===== config.mk =====
export PLATFORM = sky130hd
export DESIGN_NAME = axis_pkt_fifo
export DESIGN_NICKNAME = d
export VERILOG_FILES = /design/src/rtl/axis_pkt_fifo.sv
export SDC_FILE = /design/constraint.sdc
export NUM_CORES = 1
export LEC_CHECK = 0
export CORE_ASPECT_RATIO = 1.5
export CORE_MARGIN = 10
export CORE_UTILIZATION = 55
export DETAILED_ROUTE_END_ITERATION = 7
export PLACE_DENSITY_LB_ADDON = 0.2
export SLEW_MARGIN = 20
export SYNTH_ARGS = -nofsm -noshare
export SYNTH_HDL_FRONTEND = slang
export SYNTH_SLANG_ARGS = --single-unit

===== constraint.sdc =====
create_clock -name aclk -period 11.3 [get_ports aclk]
set_input_delay 3.39 -clock aclk [delete_from_list [all_inputs] [get_ports aclk]]
set_output_delay 3.39 -clock aclk [all_outputs]
set_load 0.05 [all_outputs]

===== src/rtl/axis_pkt_fifo.sv =====
// -----------------------------------------------------------------------------
// axis_pkt_fifo
//
// Store-and-forward AXI-Stream packet FIFO. A packet becomes visible to the
// read side only once its tlast beat has been written, so the consumer never
// sees a partial frame. The upstream is never stalled. If a packet runs into a
// full buffer, the whole packet is discarded and counted.
//
// Ports
//   aclk, aresetn        clock, synchronous active-low reset
//   s_axis_*             input stream (tdata, tkeep, tvalid, tlast, tready)
//   m_axis_*             registered output stream (tdata, tkeep, tvalid,
//                        tlast) and downstream tready
//   pkt_stored           committed packets whose tlast has not yet left
//   drop_count           dropped packets, saturating at all-ones
// -----------------------------------------------------------------------------
module axis_pkt_fifo #(
    parameter int TDATA_WIDTH = 32,
    parameter int DEPTH       = 16,
    parameter int CNT_WIDTH   = 16
) (
    input  logic                     aclk,
    input  logic                     aresetn,
    input  logic [TDATA_WIDTH-1:0]   s_axis_tdata,
    input  logic [TDATA_WIDTH/8-1:0] s_axis_tkeep,
    input  logic                     s_axis_tvalid,
    input  logic                     s_axis_tlast,
    output logic                     s_axis_tready,
    output logic [TDATA_WIDTH-1:0]   m_axis_tdata,
    output logic [TDATA_WIDTH/8-1:0] m_axis_tkeep,
    output logic                     m_axis_tvalid,
    output logic                     m_axis_tlast,
    input  logic                     m_axis_tready,
    output logic [CNT_WIDTH-1:0]     pkt_stored,
    output logic [CNT_WIDTH-1:0]     drop_count
);

    localparam int KEEP_WIDTH = TDATA_WIDTH / 8;
    localparam int AW         = $clog2(DEPTH);
    localparam int PW         = AW + 1;
    localparam int BEAT_W     = TDATA_WIDTH + KEEP_WIDTH + 1;
    localparam logic [PW-1:0] DEPTH_P = PW'(DEPTH);

    typedef enum logic {
        ST_PASS = 1'b0,
        ST_DROP = 1'b1
    } wr_state_e;

    wr_state_e state_q, state_d;

    // Pointers carry one extra wrap bit so full and empty are distinguishable.
    logic [PW-1:0] wr_ptr_q, wr_ptr_d;
    logic [PW-1:0] wr_commit_q, wr_commit_d;
    logic [PW-1:0] rd_ptr_q, rd_ptr_d;

    logic                   ready_q;
    logic [BEAT_W-1:0]      mem_q [DEPTH];
    logic [BEAT_W-1:0]      rd_beat;

    logic [TDATA_WIDTH-1:0] m_data_q;
    logic [KEEP_WIDTH-1:0]  m_keep_q;
    logic                   m_valid_q;
    logic                   m_last_q;
    logic [CNT_WIDTH-1:0]   pkt_stored_q;
    logic [CNT_WIDTH-1:0]   drop_count_q;

    logic accept;
    logic full;
    logic mem_we;
    logic commit;
    logic drop_inc;
    logic avail;
    logic load;
    logic pkt_dec;

    assign accept = s_axis_tvalid && ready_q;
    // Memory occupancy only; the output register is an extra slot on top.
    assign full   = (wr_ptr_q - rd_ptr_q) == DEPTH_P;

    // ------------------------------------------------------------------
    // Write FSM: state register
    // ------------------------------------------------------------------
    // NOTE: sequential state uses non-blocking assignments so every register
    // samples the pre-edge value of every other register.
    always_ff @(posedge aclk) begin
        if (!aresetn) begin
            state_q     <= ST_PASS;
            wr_ptr_q    <= '0;
            wr_commit_q <= '0;
            ready_q     <= 1'b0;
        end else begin
            state_q     <= state_d;
            wr_ptr_q    <= wr_ptr_d;
            wr_commit_q <= wr_commit_d;
            ready_q     <= 1'b1;
        end
    end

    // ------------------------------------------------------------------
    // Write FSM: next-state logic
    // ------------------------------------------------------------------
    // NOTE: every combinational output gets a default first, so no path
    // leaves it unassigned and no latch is inferred.
    always_comb begin
        state_d = state_q;
        if (accept) begin
            case (state_q)
                ST_PASS: if (full && !s_axis_tlast) state_d = ST_DROP;
                ST_DROP: if (s_axis_tlast)          state_d = ST_PASS;
                default:                            state_d = ST_PASS;
            endcase
        end
    end

    // ------------------------------------------------------------------
    // Write FSM: outputs (memory write, pointer moves, commit, drop)
    // ------------------------------------------------------------------
    always_comb begin
        mem_we      = 1'b0;
        commit      = 1'b0;
        drop_inc    = 1'b0;
        wr_ptr_d    = wr_ptr_q;
        wr_commit_d = wr_commit_q;
        if (accept) begin
            case (state_q)
                ST_PASS: begin
                    if (!full) begin
                        mem_we   = 1'b1;
                        wr_ptr_d = wr_ptr_q + PW'(1);
                        if (s_axis_tlast) begin
                            commit      = 1'b1;
                            wr_commit_d = wr_ptr_q + PW'(1);
                        end
                    end else begin
                        // Roll back whatever part of this packet was written.
                        wr_ptr_d = wr_commit_q;
                        drop_inc = s_axis_tlast;
                    end
                end
                ST_DROP: drop_inc = s_axis_tlast;
                default: ;
            endcase
        end
    end

    // ------------------------------------------------------------------
    // Packet storage
    // ------------------------------------------------------------------
    // NOTE: the storage array has no reset; the pointers define which
    // entries are meaningful, so clearing the contents buys nothing.
    always_ff @(posedge aclk) begin
        if (mem_we) begin
            mem_q[wr_ptr_q[AW-1:0]] <= {s_axis_tdata, s_axis_tkeep, s_axis_tlast};
        end
    end

    // ------------------------------------------------------------------
    // Read side: only beats behind wr_commit are eligible.
    // Writes never target rd_ptr's slot because full blocks them.
    // ------------------------------------------------------------------
    assign rd_beat  = mem_q[rd_ptr_q[AW-1:0]];
    assign avail    = rd_ptr_q != wr_commit_q;
    assign load     = avail && (!m_valid_q || m_axis_tready);
    assign rd_ptr_d = load ? rd_ptr_q + PW'(1) : rd_ptr_q;
    assign pkt_dec  = m_valid_q && m_axis_tready && m_last_q;

    always_ff @(posedge aclk) begin
        if (!aresetn) begin
            rd_ptr_q  <= '0;
            m_data_q  <= '0;
            m_keep_q  <= '0;
            m_last_q  <= 1'b0;
            m_valid_q <= 1'b0;
        end else begin
            rd_ptr_q <= rd_ptr_d;
            if (load) begin
                {m_data_q, m_keep_q, m_last_q} <= rd_beat;
                m_valid_q                      <= 1'b1;
            end else if (m_axis_tready) begin
                m_valid_q <= 1'b0;
            end
        end
    end

    // ------------------------------------------------------------------
    // Status counters
    // ------------------------------------------------------------------
    always_ff @(posedge aclk) begin
        if (!aresetn) begin
            pkt_stored_q <= '0;
            drop_count_q <= '0;
        end else begin
            case ({commit, pkt_dec})
                2'b10:   pkt_stored_q <= pkt_stored_q + CNT_WIDTH'(1);
                2'b01:   pkt_stored_q <= pkt_stored_q - CNT_WIDTH'(1);
                default: ;
            endcase
            if (drop_inc && (drop_count_q != '1)) begin
                drop_count_q <= drop_count_q + CNT_WIDTH'(1);
            end
        end
    end

    assign s_axis_tready = ready_q;
    assign m_axis_tdata  = m_data_q;
    assign m_axis_tkeep  = m_keep_q;
    assign m_axis_tvalid = m_valid_q;
    assign m_axis_tlast  = m_last_q;
    assign pkt_stored    = pkt_stored_q;
    assign drop_count    = drop_count_q;

endmodule


==> qor.yml <==
synth_top_family_by_area: "multiplexers"
clock_latency_ps: 620
power.density_nw_per_um2: 201.6
ant_nets: 0
synthToLayoutAreaGrowth_pct: 13.83
hold_path.class: "reg -> reg"
worst_slew_pin_slew_ps: 1011
startpoint_type: "input port"
cts-htree-levels: 2
drc: 0
firstDrtPassIters: 5
power_mw: 6.206
synth_seq_area_share: 0.7216
grt_pass1_vias: 14260
synthArstFlopShare: 0
grt_setup_unrepaired: "false"
wire_per_inst_um: 26.00
worst_path_largest_cell_delay_ps: 910
synth_compound_area_frac: 0.03497
grt_use_total: 0.1991
cts.repair.resized: 0
cts_hold_buffers: 0
synth.distinct_cells: 61
wl_um: 58640
synth-edff-count: 592
final_hold_viol_count: 0
end_kind: "flip-flop"
dpl_cell_area_um2: 28920
ys_warn_count: 0
synthAdderAreaFrac: 0.006013
cp_data_arrival_time_ps: 7780
routabilityCongestion: 0.8176
critical_path.slowest_cell: "clkdlybuf4s50_1"
synthesis.area_um2: 27050
cts_tree: "yes"
std_cell_rows: 99
fin_skew_ps: 16.71
antenna_found_initial: 4
vdd_drop_max_mv: 0.1732
routed-via-count: 13790
clock_sinks: 679
grt_max_degree: 66
cts_buffers: 59
die_x_um: 201.1
drt-initial-drc-count: 1157
ys.flop_type: "edfxtp_1"
synthMuxAreaShare: 0.1577
synth_area_per_cell_um2: 18.84
required_ps: 11840
leakage_nw: 9.620
netlist_instances: 1436
root_buffer: "clkbuf_16"
dieArea_um2: 58640
max_cap_viol_count: 0
cp_cell_sequence: "clkdlybuf4s50_1 -> nand3_1 -> nor3_2 -> inv_1 -> ha_1 -> buf_4 -> xor2_1 -> ha_1 -> or3_1 -> a21oi_2 -> a211oi_1 -> a211oi_2 -> a21oi_1 -> a211oi_1 -> mux2i_1"
hpwl_um: 30210
finalSetupTns_ps: 0
final_area_um2: 30790
critPathKind: "in -> reg"
max-clock-path-buffers: 3
portBuffers: 111
synth_fp_nets: 1490
final_cell_mix: "edfxtp_1, mux4_2, nand2_1"
die_h_um: 291.6
final.period_utilization: 0.6405
core_um2: 48680
drv_slew: 0
crit_fanout: 47
post_cts_buffers: 0
relSlewSlack: 0.3259
via_per_inst: 6.113
io_pins: 112
fmax_mhz: 138.2
setup_violations: 0
start_util: 0.5557
grt_remaining_overflow: 0
status: "completed"
synth-simple-area-share: 0.05097
drive_above_1_share: 0.2128
period_needed_ps: 7238
synth_seq_cells: 679
layout_commonest_cell: "edfxtp_1"
fillerInstances: 3384
grt_pass1_wl_um: 88330
clk_pin_slew_ps: 70
nets: 1603
synth-xor-area-share: 0.01198
-- metal layers --
metal	vias up	share of wire	global-route usage
li1	5968	-	-
met1	7220	0.39	0.2528
met2	474	0.51	0.3420
met3	119	0.065	0.03336
met4	4	0.029	0.06907
met5	-	0.00056	0
-- worst max-delay path, delay by kind of cell --
family | cells | cell delay [ps]
and+or+nand+nor | 3 | 1070
muxes | 1 | 210
adders and majority gates | 2 | 440
AOI/OAI and AO/OA | 5 | 1110
buffers and inverters | 3 | 1320
xor gates and xnor gates | 1 | 200
-- layout make-up --
type	instances	area, µm²	area share
Sequential cell	679	19530	0.6342
Multi-Input combinational cell	653	7196	0.2337
Clock buffer	75	1556	0.05055
Timing Repair Buffer	141	1344	0.04364
Tap cell	656	820.8	0.02666
Clock inverter	35	287.8	0.009346
Inverter	15	56.30	0.001829
Antenna cell	1	2.502	0.00008127
-- path summary, 6_finish.rpt --
| kind | startpoint | endpoint | slack (ps) | cells after the start |
|---|---|---|---|---|
| max | s_axis_tlast | pkt_stored[10]$_SDFFE_PN0P_ | 4060 | 15 |
| min | m_axis_tdata[23]$_SDFFE_PN0P_ | m_axis_tdata[23]$_SDFFE_PN0P_ | 460 | 2 |
| max reg2reg | wr_ptr_q[3]$_SDFFE_PN0P_ | pkt_stored[10]$_SDFFE_PN0P_ | 6520 | 18 |
| min reg2reg | m_axis_tdata[23]$_SDFFE_PN0P_ | m_axis_tdata[23]$_SDFFE_PN0P_ | 460 | 2 |
-- sequential cells by signal (all words and copies together) (netlist names) --
register / count
m_axis_tlast: 1
m_axis_tdata: 32
wr_ptr_q: 5
m_axis_tvalid: 1
state_q: 1
mem_q: 592
m_axis_tkeep: 4
s_axis_tready: 1
wr_commit_q: 5
drop_count: 16
pkt_stored: 16
rd_ptr_q: 5
-- report_power, final --
group / switching (mW) / leakage, nW / internal (mW)
Combinational: 0.724 / 2.67 / 0.668
Sequential: 0.0855 / 6.04 / 2.79
Clock: 0.885 / 0.904 / 1.05
Total: 1.69 / 9.62 / 4.51
-- cells in the mapped netlist (4+ instances only) --
cell      count  area share
clkbuf_1     49      0.0068
o21ai_0      15      0.0028
a31oi_1       4     0.00092
xnor2_1      19      0.0062
nor2_1       29      0.0040
edfxtp_1    592        0.66
nand3_1      17      0.0031
nand2_1     112       0.016
a21boi_0     44       0.012
ha_1         13      0.0060
xor2_1       18      0.0058
o211ai_1      8      0.0022
a21oi_1      18      0.0033
nor3_1       21      0.0039
and3_1        4     0.00092
nand2b_1     16      0.0037
dfxtp_1      87       0.064
nand3b_1      4      0.0011
a211oi_1      6      0.0017
o31ai_1       5      0.0014
mux4_2      185        0.15
mux2i_1      10      0.0037
or2_2         5      0.0012
buf_2        33      0.0061
nor3b_1       5      0.0014
inv_1        15      0.0021
or3_1        11      0.0025
nor2b_1       7      0.0016
and2_1       23      0.0053
nor4_1        5      0.0012
-- cell families (layout without fill, tap and decap cells) --
family / after synthesis / after routing
multiplexers: 195 / 195
AND/OR/NAND/NOR: 277 / 277
other: 0 / 1
flip-flops: 679 / 679
adder cells (fa/ha/maj): 13 / 13
buffers and inverters: 104 / 266
XOR/XNOR: 37 / 37
AO/OA/AOI/OAI: 131 / 131
-- metrics by stage --
stage	util	setup slack, ps	hold WS [ps]	cells
2_1_floorplan	-	4037	495.0	1436
3_3_place_gp	0.5942	3604	453.4	2143
3_5_place_dp	0.5942	3507	456.2	2143
4_1_cts	0.6320	4165	465.2	2253
5_1_grt	0.6325	3735	483.6	2255
6_report	0.6325	4062	458.9	2255
(Power assumes the default switching activity.)
